### config.mk
export PLATFORM = sky130hd
export DESIGN_NAME = lfsr_arb
export DESIGN_NICKNAME = d
export VERILOG_FILES = /design/src/rtl/lfsr_arb.sv
export SDC_FILE = /design/constraint.sdc
export NUM_CORES = 1
export LEC_CHECK = 0
export ABC_AREA = 0
export BUFFER_PORTS_ARGS = -buffer_cell sky130_fd_sc_hd__buf_2
export CAP_MARGIN = 15
export CORE_MARGIN = 2
export CORE_UTILIZATION = 45
export CTS_CLUSTER_DIAMETER = 120
export DETAILED_ROUTE_END_ITERATION = 6
export MAX_ROUTING_LAYER = met4
export PLACE_DENSITY = 0.67
export SLEW_MARGIN = 0
export SYNTH_ARGS = -nofsm -noshare
export SYNTH_HDL_FRONTEND = slang
export SYNTH_SLANG_ARGS = --single-unit
### constraint.sdc
create_clock -name clk -period 4.1 [get_ports clk]
set_input_delay 0 -clock clk [delete_from_list [all_inputs] [get_ports clk]]
set_output_delay 0 -clock clk [all_outputs]
set_load 0.005 [all_outputs]
### src/rtl/lfsr_arb.sv
// lfsr_arb: seeded LFSR random-word source shared by two requesters.
// Grants alternate round-robin, and the LFSR is stirred STEPS times between grants.
module lfsr_arb #(
    parameter int LEN   = 7,
    parameter int STEPS = 4
) (
    input  logic         clk,
    input  logic         rst_n,
    input  logic         seed_load,
    input  logic [LEN:0] seed,
    input  logic         req0,
    input  logic         req1,
    output logic         gnt0,
    output logic         gnt1,
    output logic [LEN:0] rnd,
    output logic         ready,
    output logic         seeded
);

    localparam logic [3:0] STEPS_C = 4'(STEPS);

    typedef enum logic [1:0] {
        IDLE  = 2'd0,
        STIR  = 2'd1,
        READY = 2'd2
    } state_t;

    state_t       state;
    state_t       state_nxt;
    logic [LEN:0] q;
    logic [3:0]   cnt;
    logic         prio;
    logic         grant;
    logic         pick1;

    // An all-zero register would lock the LFSR, so that case loads 1 instead.
    function automatic logic [LEN:0] seed_fix(input logic [LEN:0] s);
        logic [LEN:0] inv;
        inv = ~s;
        return (inv == '0) ? {{LEN{1'b0}}, 1'b1} : inv;
    endfunction

    function automatic logic [LEN:0] lfsr_step(input logic [LEN:0] v);
        return {v[LEN-1:0], v[LEN] ^ v[LEN-1]};
    endfunction

    always_ff @(posedge clk or negedge rst_n) begin
        if (!rst_n) begin
            state <= IDLE;
        end else begin
            state <= state_nxt;
        end
    end

    // A seed load overrides everything, including a grant in the same cycle.
    always_comb begin
        state_nxt = state;
        grant     = 1'b0;
        pick1     = 1'b0;
        if (seed_load) begin
            state_nxt = STIR;
        end else begin
            case (state)
                STIR: begin
                    if (cnt <= 4'd1) begin
                        state_nxt = READY;
                    end
                end
                READY: begin
                    if (req0 || req1) begin
                        grant     = 1'b1;
                        pick1     = req1 & (~req0 | prio);
                        state_nxt = STIR;
                    end
                end
                default: state_nxt = state;
            endcase
        end
    end

    always_ff @(posedge clk or negedge rst_n) begin
        if (!rst_n) begin
            q      <= '0;
            cnt    <= '0;
            prio   <= 1'b0;
            rnd    <= '0;
            gnt0   <= 1'b0;
            gnt1   <= 1'b0;
            seeded <= 1'b0;
        end else begin
            gnt0 <= grant & ~pick1;
            gnt1 <= grant & pick1;
            if (seed_load) begin
                q      <= seed_fix(seed);
                cnt    <= STEPS_C;
                seeded <= 1'b1;
            end else if (state == STIR) begin
                q   <= lfsr_step(q);
                cnt <= cnt - 4'd1;
            end else if (grant) begin
                rnd  <= q;
                cnt  <= STEPS_C;
                prio <= ~pick1;
            end
        end
    end

    assign ready = (state == READY);

endmodule

==> out/metrics.yaml, run 1 <==
first_pass_iters: 4
grt_use_total_pct: 15.22
placed_area_mm2: 0.001361
cts.sinks: 26
grt_pass1_wl_um: 3684
synth-edff-count: 0
grt_max_degree: 27
criticalPathCategory: "flop to flop"
swShare_pct: 32.98
yosys_most_used_dff: "dfrtp_1"
clock_tree.buffer_depth: 2
setup_viol: 0
place.gp.congestion: 0.8165
die_h_um: 56.52
rsz0062_at_grt: "false"
setup_ws_ns: 2.165
cts_made_buffers: 3
p_clk_share_pct: 13.8
power.switching_mw: 0.2985
min_period_ns: 1.935
grt.overflow.total: 0
hold_ws_ns: 0.1915
pwr-share-comb_pct: 37.2
post-cts-setup-buffers: 0
hold_class: "primary input to asynchronous set/reset pin"
drive_gt1_share_pct: 30.83
yosysSeqAreaShare_pct: 52.42
totalWireLength_um: 2205
place_hpwl_um: 1529
syn_nets: 112
yosysWarningCount: 0
required_ns: 4.35
cts_tree: "done"
worstSkewPairLatency_ns: 0.31
wl_per_cell_um: 13.45
die_w_um: 56.52
coreArea_mm2: 0.002686
slew_headroom_pct: 29.41
arrival_ns: 2.19
synth_area_per_cell_um2: 12.80
viasPerCell: 5.244
power.share.sequential_pct: 49.0
initial_utilization_pct: 46.20
worstSetupEndpointType: "flop"
setup_tns_ns: 0
die-area_mm2: 0.003195
worstMarginPinSlew_ns: 1.057
drtIter0Drc: 8
area_growth_pct: 23.09
final_cell_area_mm2: 0.001528
grt_pass1_vias: 837
nets: 149
clk_pin_slew_ns: 0.14
portBuffers: 24
drv_slew: 0
internal_power_mw: 0.6066
fp-row-count: 19
outcome: "complete, no violations"
power_density_mw_per_mm2: 592.5
pre_cts_ws_ns: 2.236
antenna_found_initial: 0
async_flop_share_pct: 100.0
power_mw: 0.9051
drcViolationCount: 0
dr_total_vias: 860
num_io_pins: 25
fmax_mhz: 516.9
n_antenna_cell: 0
netlist_instances: 97
path_max_fanout: 10
synth-seq-cells: 26
min_period_over_period_pct: 47.19
h-tree-depth: 1
synthDistinctLibCells: 35
synth_area_mm2: 0.001241
clockRootBuffer: "clkbuf_4"
critPathLaunchType: "flop"
antenna_left: 0
total_leakage_power_nw: 0.7972
peakVddDrop_v: 0.0003406
final_hold_viol_count: 0
fin_worst_skew_ns: 0.009005
maxCapViolations: 0
through the flow:
| stage | std cells | util, % |
|---|---|---|
| after floorplan | 97 | - |
| after global placement | 147 | 50.68 |
| after detailed placement | 147 | 50.68 |
| after CTS | 164 | 56.87 |
| after global routing | 164 | 56.87 |
| final | 164 | 56.87 |
power groups by stage:
stage                     logic, mW  clock network (mW)  registers (mW)
after floorplan               0.281                   0           0.419
after CTS                     0.341               0.129           0.444
after detailed placement      0.331                   0           0.449
final                         0.336               0.125           0.444
after global placement        0.324                   0           0.444
after global routing          0.374               0.138           0.461
kinds of logic (layout without fill, tap and decap cells):
logic type      Yosys count  in the layout  share of synthesized area [%]
simple gates             19             19                          9.376
flops                    26             26                          52.42
fa+ha+maj                 2              2                          2.016
mux                      22             22                          20.97
xor+xnor                  2              2                          1.412
compound gates           16             16                          9.173
buf+inv                  10             46                          4.636
cells in the mapped netlist, types with 2 or more instances:
cell type	number	area share [%]
a21oi_1	2	0.81
buf_6	2	1.8
dfrtp_1	26	52
ha_1	2	2.0
inv_1	4	1.2
mux2_4	8	9.7
mux2i_1	14	11
nand3_1	2	0.81
nor2_1	5	1.5
o211ai_1	2	1.2
o21ai_0	3	1.2
o31ai_1	2	1.2
or3_1	2	1.0
xnor2_1	2	1.4
path summary, 6_finish.rpt:
| kind | start | endpoint | slack (ns) | cells after the start |
|---|---|---|---|---|
| setup reg to reg | state[0] | gnt0 | 2.17 | 3 |
| hold reg to reg | seeded | seeded | 0.48 | 1 |
| min in group clk | seed[4] | q[4] | 0.39 | 3 |
| setup / recovery | state[0] | gnt0 | 2.17 | 3 |
| hold / removal | rst_n | rnd[0] | 0.19 | 2 |
| max in group asynchronous | rst_n | rnd[5] | 3.53 | 2 |
layer usage:
layer | GRT usage [%] | wire, um | up-vias
li1 | - | - | 424
met1 | 19.82 | 1036 | 423
met2 | 24.09 | 1099 | 11
met3 | 2.074 | 49 | 2
met4 | 6.122 | 20 | 0
met5 | - | 0 | -
timing repair:
action,in CTS,in global routing
endpoints found under the hold margin,39,0
gates resized for setup,0,0
hold buffers,13,0
critical path, cell delays in order (launching register included):
cell and delay (ns):
dfrtp_1 0.49, nand2b_4 0.20, a2111oi_0 0.57, dlygate4sd3_1 0.63
state kept, by name, indices dropped and copies added (netlist names):
signal	count
prio	1
seeded	1
cnt	4
state	2
gnt1	1
rnd	8
gnt0	1
q	8
area by class of cell:
type / instances / area (um^2)
Timing Repair Buffer: 37 / 250.2
Multi-Input combinational cell: 61 / 533.0
Sequential cell: 26 / 650.6
Clock buffer: 4 / 36.28
Inverter: 5 / 18.77
Tap cell: 31 / 38.79
Fill cell: 227 / 1159
cell usage in the layout, fill, tap and decap left out, types with 3 or more instances in the layout:
cell type / instances
o21ai_0: 3
dfrtp_1: 26
buf_2: 24
clkbuf_4: 3
mux2i_1: 14
nor2_1: 5
dlygate4sd3_1: 13
mux2_4: 8
inv_1: 4
Power figures use the tool's default switching activity.
==> inputs of run 2 (changes only) <==
Settings changed: PLACE_DENSITY 0.67 to 0.7.
Clock period 4.1 ns to 1.6 ns, I/O delays scaled along.
==> run 2 against run 1 <==
Design area up 3.6%. Via count up 3.4%. Combinational power rose to 3.0 times the previous value. Worst hold slack worse by 0.015 ns. Routed wire length up 9.7%. Register-to-register slack worse by 2.1 ns. Global-route usage up 2.0 points. Worst setup slack worse by 2.1 ns. Flip-flop and latch count unchanged. Sequential share of layout area down 1.5 points. Critical path type unchanged.
==> out/metrics.yaml, run 2 (synthesized netlist as in run 1, its figures left out) <==
first_pass_iters: 2  # was 4
setup_tns_ns: 0  # unchanged
min_period_ns: 1.502  # was 1.935 ns
fmax_mhz: 666.0  # was 516.9 MHz
totalWireLength_um: 2418  # was 2205 um
cp_num_buf_inv: 1  # unchanged
internal_power_mw: 1.635  # was 0.6066 mW
cp_slowest_cell: "dfrtp_1"  # was dlygate4sd3_1
final_cell_area_mm2: 0.001583  # was 0.001528 mm^2
setup_viol: 0  # unchanged
grt_max_degree: 27  # unchanged
r2r_slack_ns: 0.1  # was 2.17 ns
rsz0062_at_grt: "false"  # unchanged
grt_pass1_wl_um: 4174  # was 3684 um
pwr-share-comb_pct: 41.0  # was 37.2%
fp-row-count: 19  # unchanged
initial_utilization_pct: 46.20  # unchanged
slowest_delay_ns: 0.40  # was 0.63 ns
nets: 155  # was 149
critPathLaunchType: "flop"  # unchanged
power.switching_mw: 0.8242  # was 0.2985 mW
path_max_fanout: 9  # was 10
grt.overflow.total: 0  # unchanged
total_leakage_power_nw: 0.8265  # was 0.7972 nW
grt_use_total_pct: 17.21  # was 15.22%
portBuffers: 24  # unchanged
power_density_mw_per_mm2: 1554  # was 592.5 mW/mm^2
die_w_um: 56.52  # unchanged
area_growth_pct: 27.52  # was 23.09%
outcome: "complete, no violations"  # unchanged
clk_pin_slew_ns: 0.14  # about the same
fin_worst_skew_ns: 0.003039  # was 0.009005 ns
worstMarginPinSlew_ns: 0.5776  # was 1.057 ns
clockRootBuffer: "clkbuf_4"  # unchanged
place_hpwl_um: 1618  # was 1529 um
hold_class: "primary input to asynchronous set/reset pin"  # unchanged
swShare_pct: 33.52  # was 32.98%
cts_tree: "done"  # unchanged
dr_total_vias: 889  # was 860
cts.sinks: 26  # unchanged
drtIter0Drc: 11  # was 8
drive_gt1_share_pct: 35.97  # was 30.83%
placed_area_mm2: 0.001391  # was 0.001361 mm^2
die-area_mm2: 0.003195  # unchanged
final_hold_viol_count: 0  # unchanged
die_h_um: 56.52  # unchanged
viasPerCell: 5.229  # was 5.244
criticalPathCategory: "flop to flop"  # unchanged
num_io_pins: 25  # unchanged
drcViolationCount: 0  # unchanged
worstSkewPairLatency_ns: 0.32  # was 0.31 ns
grt_pass1_vias: 904  # was 837
peakVddDrop_v: 0.001034  # was 0.0003406 V
n_antenna_cell: 0  # unchanged
coreArea_mm2: 0.002686  # unchanged
slew_headroom_pct: 60.50  # was 29.41%
fill_cells: 222  # was 227
h-tree-depth: 1  # unchanged
antenna_left: 0  # unchanged
maxCapViolations: 0  # unchanged
p_clk_share_pct: 13.8  # about the same
clock_tree.buffer_depth: 2  # unchanged
wl_per_cell_um: 14.22  # was 13.45 um
critPathTopFamily: "simple AND/OR/NAND/NOR gates"  # was buffers and inverters
largest_registers: "q x8, rnd x8, cnt x4"  # unchanged
required_ns: 1.83  # was 4.35 ns
place.gp.congestion: 0.7446  # was 0.8165
arrival_ns: 1.73  # was 2.19 ns
path_cells: "nand2b_4, or3_1, buf_4, mux2_4"  # was nand2b_4, a2111oi_0, dlygate4sd3_1
final_common_cell: "dfrtp_1"  # unchanged
min_period_over_period_pct: 93.85  # was 47.19%
drv_slew: 0  # unchanged
final_cell_mix: "26 x dfrtp_1, 24 x buf_2, 14 x mux2i_1"  # unchanged
antenna_found_initial: 0  # unchanged
cts_made_buffers: 3  # unchanged
power.share.sequential_pct: 45.1  # was 49.0%
worstSetupEndpointType: "flop"  # unchanged
==> run 2: repair_timing <==
action / CTS / global route
endpoints found under the hold margin: 39 / 0
hold buffers: 13 / 0
gates resized for setup: 0 / 4
setup buffers: 0 / 2
endpoints found under the setup margin: 0 / 1
==> run 2: power groups by stage <==
| stage | clock network (mW) | registers (mW) | logic, mW |
|---|---|---|---|
| after floorplan | 0 | 1.07 | 0.720 |
| after global placement | 0 | 1.11 | 0.916 |
| after detailed placement | 0 | 1.12 | 0.943 |
| after CTS | 0.345 | 1.11 | 0.966 |
| after global routing | 0.367 | 1.15 | 1.12 |
| final | 0.340 | 1.11 | 1.01 |
==> run 2: worst paths after layout <==
kind,startpoint,endpoint,cells past startpoint
min reg2reg,seeded,seeded,1
min in group clk,seed[3],q[3],3
max,state[0],rnd[3],4
max reg2reg,state[0],rnd[3],4
max in group asynchronous,rst_n,q[2],2
min,rst_n,cnt[3],2
==> run 2: cell type report <==
| cell class | instances | area [um^2] | area share, % |
|---|---|---|---|
| Clock buffer | 4 | 36.28 | 2.292 |
| Inverter | 5 | 18.77 | 1.186 |
| Multi-Input combinational cell | 61 | 543.0 | 34.31 |
| Sequential cell | 26 | 650.6 | 41.11 |
| Tap cell | 31 | 38.79 | 2.451 |
| Timing Repair Buffer | 43 | 295.3 | 18.66 |
==> run 2: stage by stage <==
stage          std cells  setup WS, ns  power (mW)  util (%)  hold slack, ns
3_3_place_gp         151       0.09810       2.029     51.79         0.02636
4_1_cts              168       0.02214       2.420     57.99          0.2019
2_1_floorplan         97       0.06803       1.793         -         -0.2956
6_report             170       0.09839       2.459     58.92          0.1763
3_5_place_dp         151       0.04763       2.064     51.79         0.02916
5_1_grt              170       0.02364       2.633     58.92          0.2194
==> run 2: layer usage <==
metal / up-vias / GRT usage (%) / share of wire, %
met5: - / - / 0
met4: 0 / 3.741 / 0.54
met3: 2 / 4.608 / 3.5
met2: 20 / 26.25 / 47
met1: 427 / 23.17 / 49
li1: 440 / - / -
